**src/rtl/wfunc_pkg.sv**
```systemverilog
// rtl/wfunc_pkg.sv - Register map and encodings shared with the window_func slave.
package wfunc_pkg;

    localparam int CTRL_SRST_BIT    = 0;
    localparam int CTRL_CHSTATE_BIT = 8;

    localparam int STATUS_STATE_MSB = 9;
    localparam int STATUS_STATE_LSB = 8;

    localparam logic [1:0] SLV_IDLE = 2'd0;
    localparam logic [1:0] SLV_WAIT = 2'd1;
    localparam logic [1:0] SLV_BUSY = 2'd2;

    // Control and status registers sit directly above the coefficient window.
    function automatic int ctrl_offset(input int fft_size);
        return fft_size * 4;
    endfunction

    function automatic int status_offset(input int fft_size);
        return (fft_size + 1) * 4;
    endfunction

endpackage

```
**src/rtl/wfunc_apb_loader_apb_xfer.sv**
```systemverilog
// rtl/wfunc_apb_loader_apb_xfer.sv - Single APB SETUP/ACCESS transfer engine, zero wait states.
module apb_xfer #(
    parameter int AW = 8
) (
    input  logic          clk,
    input  logic          rst,
    input  logic          req,
    input  logic [AW-1:0] addr,
    input  logic          write,
    input  logic [31:0]   wdata,
    output logic          ack,
    output logic [31:0]   rdata,
    output logic          psel,
    output logic          penable,
    output logic          pwrite,
    output logic [AW-1:0] paddr,
    output logic [31:0]   pwdata,
    input  logic [31:0]   prdata
);

    // A new request is accepted when idle or in ACCESS, giving back-to-back transfers.
    always_ff @(posedge clk) begin
        if (rst) begin
            psel    <= 1'b0;
            penable <= 1'b0;
            pwrite  <= 1'b0;
            paddr   <= '0;
            pwdata  <= '0;
        end else if (req && (!psel || penable)) begin
            psel    <= 1'b1;
            penable <= 1'b0;
            pwrite  <= write;
            paddr   <= addr;
            pwdata  <= wdata;
        end else if (psel && !penable) begin
            penable <= 1'b1;
        end else begin
            psel    <= 1'b0;
            penable <= 1'b0;
        end
    end

    assign ack   = psel & penable;
    assign rdata = prdata;

endmodule

```
**src/rtl/wfunc_apb_loader.sv**
```systemverilog
// rtl/wfunc_apb_loader.sv - Streams window coefficients into a window_func slave over APB and arms it.
module wfunc_apb_loader #(
    parameter int FFT_SIZE = 8192,
    parameter int APB_AW   = $clog2(FFT_SIZE - 1) + 3,
    parameter int POLL_MAX = 15
) (
    input  logic              clk,
    input  logic              rst,
    input  logic              start,
    input  logic              coef_tvalid,
    output logic              coef_tready,
    input  logic [31:0]       coef_tdata,
    input  logic              coef_tlast,
    output logic              psel,
    output logic              penable,
    output logic              pwrite,
    output logic [APB_AW-1:0] paddr,
    output logic [31:0]       pwdata,
    input  logic [31:0]       prdata,
    output logic              busy,
    output logic              done,
    output logic              err,
    output logic [1:0]        slv_state
);
    import wfunc_pkg::*;

    localparam int IW  = $clog2(FFT_SIZE);
    localparam int PCW = $clog2(POLL_MAX + 1);

    localparam logic [IW-1:0]     IDX_MAX     = IW'(FFT_SIZE - 1);
    localparam logic [PCW-1:0]    POLL_LAST   = PCW'(POLL_MAX - 1);
    localparam logic [APB_AW-1:0] CTRL_ADDR   = APB_AW'(ctrl_offset(FFT_SIZE));
    localparam logic [APB_AW-1:0] STATUS_ADDR = APB_AW'(status_offset(FFT_SIZE));

    localparam logic [2:0] ST_IDLE  = 3'd0;
    localparam logic [2:0] ST_SRST  = 3'd1;
    localparam logic [2:0] ST_FETCH = 3'd2;
    localparam logic [2:0] ST_WRITE = 3'd3;
    localparam logic [2:0] ST_ARM   = 3'd4;
    localparam logic [2:0] ST_POLL  = 3'd5;
    localparam logic [2:0] ST_DONE  = 3'd6;
    localparam logic [2:0] ST_ERROR = 3'd7;

    logic [2:0]        state;
    logic [IW-1:0]     index;
    logic              last_q;
    logic [PCW-1:0]    poll_cnt;

    logic              req;
    logic [APB_AW-1:0] req_addr;
    logic              req_write;
    logic [31:0]       req_wdata;
    logic              ack;
    logic [31:0]       rdata;

    logic              last_ok;
    logic              write_err;
    logic [1:0]        poll_state;
    logic              poll_wait;
    logic              poll_exhausted;
    logic              unused_rdata;

    apb_xfer #(.AW(APB_AW)) u_xfer (
        .clk     (clk),
        .rst     (rst),
        .req     (req),
        .addr    (req_addr),
        .write   (req_write),
        .wdata   (req_wdata),
        .ack     (ack),
        .rdata   (rdata),
        .psel    (psel),
        .penable (penable),
        .pwrite  (pwrite),
        .paddr   (paddr),
        .pwdata  (pwdata),
        .prdata  (prdata)
    );

    // The window must end exactly on its last slot; tlast anywhere else is a framing error.
    assign last_ok        = (index == IDX_MAX) && last_q;
    assign write_err      = (index == IDX_MAX) ^ last_q;
    assign poll_state     = rdata[STATUS_STATE_MSB:STATUS_STATE_LSB];
    assign poll_wait      = (poll_state == SLV_WAIT);
    assign poll_exhausted = (poll_cnt == POLL_LAST);
    assign unused_rdata   = ^{rdata[31:STATUS_STATE_MSB+1], rdata[STATUS_STATE_LSB-1:0]};

    assign coef_tready = (state == ST_FETCH) && !rst;
    assign busy        = !(state inside {ST_IDLE, ST_DONE, ST_ERROR});
    assign done        = (state == ST_DONE);

    // Transfers are launched on entry to the state that owns them, so SETUP follows immediately.
    always_comb begin
        req       = 1'b0;
        req_addr  = CTRL_ADDR;
        req_write = 1'b1;
        req_wdata = '0;
        case (state)
            ST_IDLE: begin
                if (start) begin
                    req       = 1'b1;
                    req_wdata = 32'h1 << CTRL_SRST_BIT;
                end
            end
            ST_FETCH: begin
                if (coef_tvalid) begin
                    req       = 1'b1;
                    req_addr  = APB_AW'({index, 2'b00});
                    req_wdata = coef_tdata;
                end
            end
            ST_WRITE: begin
                if (ack && last_ok) begin
                    req       = 1'b1;
                    req_wdata = 32'h1 << CTRL_CHSTATE_BIT;
                end
            end
            ST_ARM: begin
                if (ack) begin
                    req       = 1'b1;
                    req_write = 1'b0;
                    req_addr  = STATUS_ADDR;
                end
            end
            ST_POLL: begin
                if (ack && !poll_wait && !poll_exhausted) begin
                    req       = 1'b1;
                    req_write = 1'b0;
                    req_addr  = STATUS_ADDR;
                end
            end
            default: ;
        endcase
    end

    always_ff @(posedge clk) begin
        if (rst) begin
            state     <= ST_IDLE;
            index     <= '0;
            last_q    <= 1'b0;
            poll_cnt  <= '0;
            err       <= 1'b0;
            slv_state <= 2'b00;
        end else begin
            case (state)
                ST_IDLE: begin
                    if (start) begin
                        state <= ST_SRST;
                        err   <= 1'b0;
                    end
                end
                ST_SRST: begin
                    if (ack) begin
                        state <= ST_FETCH;
                        index <= '0;
                    end
                end
                ST_FETCH: begin
                    if (coef_tvalid) begin
                        last_q <= coef_tlast;
                        state  <= ST_WRITE;
                    end
                end
                ST_WRITE: begin
                    if (ack) begin
                        if (index != IDX_MAX) begin
                            index <= index + 1'b1;
                        end
                        if (last_ok) begin
                            state <= ST_ARM;
                        end else if (write_err) begin
                            state <= ST_ERROR;
                            err   <= 1'b1;
                        end else begin
                            state <= ST_FETCH;
                        end
                    end
                end
                ST_ARM: begin
                    if (ack) begin
                        state    <= ST_POLL;
                        poll_cnt <= '0;
                    end
                end
                ST_POLL: begin
                    if (ack) begin
                        slv_state <= poll_state;
                        if (poll_wait) begin
                            state <= ST_DONE;
                        end else begin
                            poll_cnt <= poll_cnt + 1'b1;
                            if (poll_exhausted) begin
                                state <= ST_ERROR;
                                err   <= 1'b1;
                            end
                        end
                    end
                end
                default: state <= ST_IDLE;
            endcase
        end
    end

endmodule

```
**config.mk**
```make
export PLATFORM = sky130hd
export DESIGN_NAME = wfunc_apb_loader
export DESIGN_NICKNAME = d
export VERILOG_FILES = /design/src/rtl/wfunc_pkg.sv /design/src/rtl/wfunc_apb_loader_apb_xfer.sv /design/src/rtl/wfunc_apb_loader.sv
export SDC_FILE = /design/constraint.sdc
export NUM_CORES = 1
export LEC_CHECK = 0
export BUFFER_PORTS_ARGS = -buffer_cell sky130_fd_sc_hd__buf_2
export CORE_MARGIN = 2
export CORE_UTILIZATION = 35
export DETAILED_ROUTE_END_ITERATION = 12
export MAX_ROUTING_LAYER = met4
export PLACE_DENSITY = 0.6
export SYNTH_ARGS = -nofsm -noshare
export SYNTH_HDL_FRONTEND = slang
export SYNTH_SLANG_ARGS = --single-unit
```
**constraint.sdc**
```tcl
create_clock -name clk -period 3.1 [get_ports clk]
set_input_delay 0.465 -clock clk [delete_from_list [all_inputs] [get_ports clk]]
set_output_delay 0.465 -clock clk [all_outputs]
set_load 0.1 [all_outputs]
```
==> flow_summary.toml, run 1 <==
[placement]
place_area_um2 = 3791
gp_congestion = 0.8946
io_buffers = 93
dp_hpwl_um = 5798
dp_slack_ns = 0.4110
dp.cells = 587

[cts]
insertion_delay_ns = 0.34
cts_root_buf = "clkbuf_8"
cts_setup_buffers = 0
cts_resized = 0
hold_buffers = 0
cts.clk_slew.worst_paths_ns = 0.08
cts_tree = "yes"
numCtsBuffers = 9
cts_buffer_depth = 2
numClockSinks = 73
cts-htree-levels = 3

[drt]
vias = 3137
dr.pass1.iters = 4
drtAntennaViolNets = 0
wire_per_inst_um = 13.81
routed_via_density = 5.202
routed_wl_um = 8325
drc_errors = 0
dr.first_iter.drc_count = 179

[final_layout]
nets = 561
final_cell_count_no_fill = 603
drive_above_1_share = 0.2541
final_area_um2 = 4034
antennaDiodeCount = 0
area_growth_pct = 22.54
fillers = 933

[floorplanning]
num_io_pins = 126
die_x_um = 101.0
die_h_um = 101.0
num_rows = 35
start_util = 0.3580
core_um2 = 9196
die_area_um2 = 10200

[power_and_ir_drop]
p_leak_nw = 1.627
p_int_mw = 1.762
p_comb_frac = 0.337
swShare = 0.4144
switchingPower_mw = 1.247
pwr_density_cell_nw_per_um2 = 745.7
ir_drop_uv = 396.8
seqPwrFrac = 0.362
clkPwrFrac = 0.301

[synth]
yosysUniqueCellTypes = 47
synth.avg_cell_area_um2 = 8.148
synth_area_leaders = "dfxtp_1, nand3_1, nand2_1"
yosysSeqAreaShare = 0.4439
yosysTopAreaCell = "dfxtp_1"
ys_ff_latch = 73
synth_warnings = 0
synth_top_area_share = 0.4439
synth_area_um2 = 3292
synthCells = 404

[sta]
finalSetupViolations = 0
worstMarginPinSlew_ns = 0.8524
min_period_ns = 2.681
fin_ws_ns = 0.4190
fin_tns_setup_ns = 0
final.setup_skew_ns = 0.01276
hold_viol_final = 0
max_freq_ghz = 0.3730
slew_headroom = 0.4318
drv_slew = 0
post-route-period-util = 0.8649
grt_setup_unrepaired = "no"

[global_routing]
antenna_found_initial = 0
grt_pass1_vias = 2908
grt_max_degree = 45
grt_overflow_total = 0
grt_usage = 0.1721
grt_pass1_wl_um = 13740

[worst_hold_path]
min_path_type = "in2reg"
hold_start = "coef_tdata[19]"

[run_status]
status = "finished, final reports clean"

[setup_path]
required_ns = 3.38
critPathKind = "reg2reg"
crit_chain = "ha_1, nand3_1, nor4_2, and2_1, ha_1, nand2_1, o22ai_4, o21a_2, buf_4, nand3_1, o21ai_1"
end_kind = "register"
cp_slowest_cell = "dfxtp_1"
critPathMaxStageDelay_ns = 0.39
r2r_start = "index[0]"
cp-start-kind = "register"
cp.arrival_ns = 2.96
cp-startpoint = "index[0]"
cp_max_fo = 43

[run]
drv_cap = 0
==> worst max-delay path, delay by kind of cell, from the launching register on <==
| kind | cells | cell delay [ns] |
|---|---|---|
| buffers and inverters | 1 | 0.36 |
| flip-flops | 1 | 0.39 |
| adder cells (fa/ha/maj) | 2 | 0.45 |
| AO/OA/AOI/OAI | 3 | 0.44 |
| AND/OR/NAND/NOR | 5 | 0.98 |
==> Yosys cell counts (all sizes together) <==
cell type,number
dfxtp,73
nand3,55
nand2,49
o21ai,38
a21oi,30
nor2,22
clkbuf,18
nor3,16
nand2b,14
buf,13
nand4,7
a31oi,5
and3,5
ha,5
inv,5
mux2i,5
a211oi,4
a31o,3
a32o,3
o21a,3
or4,3
and2,2
and4,2
clkinv,2
nor2b,2
nor4,2
o22ai,2
or3,2
xor2,2
a311o,1
a311oi,1
a41oi,1
and2b,1
conb,1
nand3b,1
o2111a,1
o2111ai,1
o211a,1
o211ai,1
o41ai,1
or2,1
==> layer usage <==
layer  global-route usage  vias up  share of wire
li1                     -     1604              -
met1               0.2269     1436           0.46
met2               0.2636       90           0.47
met3              0.03051        7          0.051
met4              0.06549        0          0.012
met5                    -        -              0
==> cells by family after synthesis <==
logic type	share of synthesized area
and+or+nand+nor	0.2740
AOI/OAI and AO/OA	0.1764
DFF	0.4439
buffers and inverters	0.06499
adders and majority gates	0.01900
muxes	0.01520
xor gates and xnor gates	0.005322
other	0.001139
==> sequential cells by signal (all words and copies together), names as in the netlist <==
name and count:
last_q 1, state 3, slv_state 2, err 1, u_xfer.psel 1, u_xfer.paddr 14
u_xfer.pwrite 1, u_xfer.pwdata 32, u_xfer.penable 1, poll_cnt 4, index 13
==> area by class of cell <==
cell class / instances / area (um^2) / area share
clock buffer: 10 / 127.6 / 0.03164
clock inverter: 6 / 115.1 / 0.02854
inverter: 7 / 26.28 / 0.006514
multi-input combinational: 294 / 1632 / 0.4045
sequential: 73 / 1461 / 0.3623
tap: 111 / 138.9 / 0.03443
timing repair buffer: 102 / 533.0 / 0.1321
==> power groups by stage <==
stage / logic, mW / registers, mW / clock network (mW)
finish: 1.01 / 1.09 / 0.907
global placement: 1.01 / 1.11 / 0
CTS: 1.02 / 1.09 / 0.931
global route: 1.08 / 1.10 / 0.972
detailed placement: 1.02 / 1.11 / 0
floorplan: 0.629 / 1.37 / 0
==> cell usage in the layout (no fill, tap or decap), drive strengths merged, types with 4 or more instances in the layout <==
cell type / count
nor2: 22
inv: 6
clkbuf: 10
a21oi: 30
nand2: 49
and3: 5
dfxtp: 73
nand3: 55
nand4: 7
buf: 102
a211oi: 4
a31oi: 5
nand2b: 14
ha: 5
mux2i: 5
nor3: 16
o21ai: 38
==> final timing paths <==
| check | endpoint | slack [ns] | cells after the start |
|---|---|---|---|
| min reg2reg | u_xfer.pwdata[18] | 0.45 | 2 |
| max reg2reg | u_xfer.pwdata[28] | 0.42 | 11 |
| min | u_xfer.pwdata[19] | 0.33 | 3 |
| max | u_xfer.pwdata[28] | 0.42 | 11 |
==> metrics by stage <==
stage	util	power [mW]	hold WS (ns)
finish	0.4386	3.008	0.3337
floorplan	-	1.996	0.4576
global route	0.4386	3.152	0.3249
detailed placement	0.4122	2.123	0.4374
global placement	0.4122	2.113	0.4335
CTS	0.4386	3.035	0.3162
Note: power is estimated with default switching activity, not from simulation.
==> run 2: changes to the inputs <==
==> constraint.sdc (replaced) <==
create_clock -name clk -period 3.1 [get_ports clk]
set_input_delay 0.155 -clock clk [delete_from_list [all_inputs] [get_ports clk]]
set_output_delay 0.155 -clock clk [all_outputs]
set_load 0.1 [all_outputs]
==> run 2 against run 1 <==
  * Power is 2.5% higher
  * Non-clock buffer count did not move
  * Maximum frequency decreased by 0.27%
  * Register-to-register slack about the same
  * Count of clock-buffer cells in the layout unchanged
  * Critical path depth did not move
  * Via count about the same
==> flow_summary.toml, run 2 (synthesis gave the netlist of run 1 again) <==
[drt]
drc_errors = 0
routed_via_density = 5.216
vias = 3140
drtAntennaViolNets = 0
dr.pass1.iters = 5
wire_per_inst_um = 14.07
dr.first_iter.drc_count = 137
routed_wl_um = 8471

[final_layout]
reg_top3 = "u_xfer.pwdata: 32 flops, u_xfer.paddr: 14 flops, index: 13 flops"
final_common_cell = "buf_2"
seqCellArea_um2 = 1461
fin_util = 0.4419
largest_register_ffs = 32
antennaDiodeCount = 0
final_cell_mix = "buf_2, dfxtp_1, nand3_1"
nets = 561
fillers = 940
top_register = "u_xfer.pwdata"
final_cell_count_no_fill = 602
final_area_um2 = 4064
area_growth_pct = 23.45
multi_input_area_um2 = 1627
drive_above_1_share = 0.2525

[cts]
numCtsBuffers = 9
cts-htree-levels = 3
cts_buffer_depth = 2
cts_root_buf = "clkbuf_8"
hold_buffers = 0
cts_setup_buffers = 0
cts.clk_slew.worst_paths_ns = 0.08
insertion_delay_ns = 0.34
numClockSinks = 73
cts_tree = "yes"
cts_resized = 0

[placement]
dp.cells = 587
gp_congestion = 0.8991
dp_hpwl_um = 5929
io_buffers = 93
dp_slack_ns = 0.4287
place_area_um2 = 3799

[worst_hold_path]
worstHoldPathCells = 3
min_path_type = "in2reg"
hold_start = "coef_tdata[16]"
holdPathEnd = "u_xfer.pwdata[16]"

[sta]
grt_setup_unrepaired = "no"
finalSetupViolations = 0
slew_headroom = 0.5353
drv_slew = 0
fin_tns_setup_ns = 0
worstMarginPinSlew_ns = 0.6971
min_period_ns = 2.688
fin_ws_ns = 0.4117
max_freq_ghz = 0.3720
post-route-period-util = 0.8672
final.setup_skew_ns = 0.006693
hold_viol_final = 0

[power_and_ir_drop]
p_leak_nw = 1.643
pwr_density_cell_nw_per_um2 = 758.4
ir_drop_uv = 494.3

[setup_path]
required_ns = 3.35
rr_worst_depth = 11
critPathKind = "reg2reg"
cp-start-kind = "register"
cp.arrival_ns = 2.94
r2r_end = "u_xfer.paddr[15]"
rrSetupSlack_ns = 0.41
cp_max_fo = 66
end_kind = "register"
r2r_start = "index[0]"

[run]
drv_cap = 0

[floorplanning]
num_rows = 35
start_util = 0.3580
die_h_um = 101.0
core_um2 = 9196
die_x_um = 101.0
die_area_um2 = 10200
num_io_pins = 126

[global_routing]
grt_usage = 0.1674
grt_pass1_vias = 2746
grt_pass1_wl_um = 13280
grt_max_degree = 67
antenna_found_initial = 0
grt_overflow_total = 0

[run_status]
status = "finished, final reports clean"
run 2: cell count changes in the layout (fill, tap and decap cells not counted), sizes merged:
cell    previous run  this run
bufinv             3         4
clkinv             3         2
inv                6         5
run 2: how the worst max path moves through the flow:
stage / slack [ns] / cells after the start / endpoint / startpoint
finish: 0.41 / 11 / u_xfer.paddr[15] / index[0]
global route: 0.21 / 11 / u_xfer.paddr[15] / index[0]
CTS: 0.41 / 11 / u_xfer.paddr[15] / index[0]
detailed placement: 0.43 / 11 / u_xfer.paddr[15] / index[0]
global placement: 0.54 / 11 / u_xfer.paddr[15] / index[0]
floorplan: 0.16 / 4 / coef_tready / state[0]
run 2: worst max-delay path: stages (launching register included):
cell,delay (ns)
dfxtp_1,0.40
ha_1,0.23
nand3_1,0.16
nor4_2,0.37
and2_1,0.24
ha_1,0.22
nand2_1,0.12
o22ai_4,0.14
o21a_2,0.19
buf_12,0.25
nor2_1,0.07
a211oi_1,0.20
run 2: layout make-up:
cell class                 instances  share of cell area
multi-input combinational        294              0.4002
sequential                        73              0.3596
timing repair buffer             102              0.1342
tap                              111             0.03417
clock buffer                      10             0.03387
clock inverter                     5             0.03140
inverter                           7            0.006466
run 2: metrics by stage:
| stage | hold WS [ns] | total power, mW |
|---|---|---|
| after global placement | 0.3696 | 2.118 |
| after CTS | 0.009796 | 3.111 |
| after floorplan | 0.2854 | 1.993 |
| final | 0.02406 | 3.082 |
| after global routing | 0.02478 | 3.229 |
| after detailed placement | 0.3760 | 2.125 |
run 2: per-layer routing:
layer | GRT usage | wire length, um | vias to the layer above
li1 | - | - | 1601
met1 | 0.2103 | 3822 | 1448
met2 | 0.2651 | 4155 | 83
met3 | 0.04716 | 408 | 8
met4 | 0.04470 | 85 | 0
met5 | - | 0 | -
run 2: report_power, final:
part	switching, mW	internal, mW	leakage [nW]	total [mW]
logic	0.797	0.234	0.924	1.03
registers	0.0766	0.996	0.590	1.07
clock network	0.345	0.634	0.129	0.978
total	1.22	1.86	1.64	3.08
==> run 3: changes to the inputs <==
- CORE_UTILIZATION: 35 -> 25
- PLACE_DENSITY: 0.6 -> 0.44
- SLEW_MARGIN: unset -> 20
- SYNTH_HIERARCHICAL: unset -> 1
==> run 3 against run 2 <==
  * Sequential share of layout area decreased by 6.1 points
  * Largest cell class unchanged
  * Largest power group is now clock
  * Critical path type unchanged
  * Highest routed layer unchanged
  * Via count increased by 14%
  * Power decreased by 17%
  * Critical path depth decreased by 4
  * First-iteration DRC count increased by 48%
==> flow_summary.toml, run 3 <==
[run_status]
status = "finished, final reports clean"

[setup_path]
crit_buf_inv = 1
cp_slowest_cell = "dfxtp_1"
cp_max_fo = 20
critPathKind = "reg2reg"
crit_chain = "nand2b_1, nor2_1, nand2_1, nand3_4, buf_4, a21bo_1, a21oi_2"
cp-start-kind = "register"
required_ns = 3.29
end_kind = "register"
cp.arrival_ns = 2.65
critPathTopFamily = "simple AND/OR/NAND/NOR gates"
rrSetupSlack_ns = 0.64
critPathMaxStageDelay_ns = 0.74

[cts]
cts_root_buf = "clkbuf_16"
cts_setup_buffers = 0
cts_tree = "yes"
numCtsBuffers = 9
cts_buffer_depth = 2
hold_buffers = 0
numClockSinks = 75
cts.clk_slew.worst_paths_ns = 0.06
cts_resized = 0
cts-htree-levels = 3
insertion_delay_ns = 0.35

[global_routing]
grt_pass1_vias = 3455
grt_pass1_wl_um = 18280
use_met2 = 0.1832
antenna_found_initial = 0
grt_overflow_total = 0
grt_usage = 0.1335
grt_use_met1 = 0.1843
grt_max_degree = 101
met3_usage = 0.03345
gr-max-usage-layer = "met1"

[sta]
max_freq_ghz = 0.4063
post-route-period-util = 0.7939
grt_setup_unrepaired = "no"
worstMarginPinSlew_ns = 1.088
fin_tns_setup_ns = 0
min_period_ns = 2.461
slew_headroom = 0.2746
finalSetupViolations = 0
hold_viol_final = 0
final.setup_skew_ns = 0.01009
drv_slew = 0

[synth]
synth_area_um2 = 4096
synth.avg_cell_area_um2 = 8.886
synthCells = 461
synth_warnings = 6

[drt]
vias = 3568
drc_errors = 0
dr.pass1.iters = 4
dr.first_iter.drc_count = 203
routed_wl_um = 10880
drtAntennaViolNets = 0
wire_per_inst_um = 14.42
routed_via_density = 4.732

[run]
drv_cap = 0

[power_and_ir_drop]
pwr_density_cell_nw_per_um2 = 511.8
p_leak_nw = 1.876
ir_drop_uv = 274.5

[final_layout]
final_area_um2 = 5020
area_growth_pct = 22.54
reg_top3 = "u_xfer/pwdata: 32 flops, u_xfer/paddr: 16 flops, index: 13 flops"
top_register = "u_xfer/pwdata"
drive_above_1_share = 0.3216
largest_register_ffs = 32
nets = 606
antennaDiodeCount = 0
final_cell_mix = "buf_2, dfxtp_1, nand3_1"
final_common_cell = "buf_2"

[floorplanning]
num_rows = 46
num_io_pins = 126
die_x_um = 132.0
start_util = 0.2569
die_h_um = 132.0
core_um2 = 15940
die_area_um2 = 17430

[placement]
dp_hpwl_um = 6964
io_buffers = 95
place_area_um2 = 4725
gp_congestion = 0.8241

[worst_hold_path]
min_path_type = "in2reg"
-- run 3: cell types whose count changed in the layout (fill, tap and decap cells not counted), sizes merged, moves of 31 or more --
cell	before	now
a21bo	0	49
and2	2	42
a21oi	30	64
o21ai	38	5
nand2	49	18
-- run 3: final timing paths --
path                   start                to  cells after the start
setup / recovery    state[2]  u_xfer/pwdata[5]                      7
hold / removal    coef_tlast            last_q                      3
setup reg to reg    state[2]  u_xfer/pwdata[5]                      7
hold reg to reg          err               err                      1
-- run 3: worst register-to-register path, stage by stage (launching register included) --
cell      delay [ns]
dfxtp_1         0.74
nand2b_1        0.24
nor2_1          0.27
nand2_1         0.23
nand3_4         0.33
buf_4           0.29
a21bo_1         0.15
a21oi_2         0.06
-- run 3: report_power, final --
group | switching (mW) | internal [mW]
registers | 0.0320 | 0.983
clock network | 0.425 | 0.642
logic | 0.377 | 0.111
-- run 3: stage by stage --
step	power (mW)	util	setup slack (ns)	cells	hold WS, ns
6_report	2.569	0.3149	0.6388	754	0.04111
5_1_grt	2.694	0.3149	0.4280	754	0.05975
4_1_cts	2.612	0.3149	0.6228	754	0.02801
3_5_place_dp	1.526	0.2963	0.6217	738	0.3945
3_3_place_gp	1.521	0.2963	0.6562	738	0.4071
2_1_floorplan	1.430	-	0.4792	462	0.2936
-- run 3: layer usage --
| layer | up-vias | routed length (um) |
|---|---|---|
| met4 | 0 | 187 |
| met2 | 98 | 4555 |
| met3 | 12 | 622 |
| li1 | 1792 | - |
| met1 | 1666 | 5510 |
| met5 | - | 0 |
-- run 3: area by class of cell --
cell class	count	area [um^2]
fill	1734	10920
multi-input combinational	336	2367
sequential	75	1501
timing repair buffer	101	548.0
tap	216	270.3
clock buffer	11	242.7
clock inverter	5	52.55
inverter	10	37.54
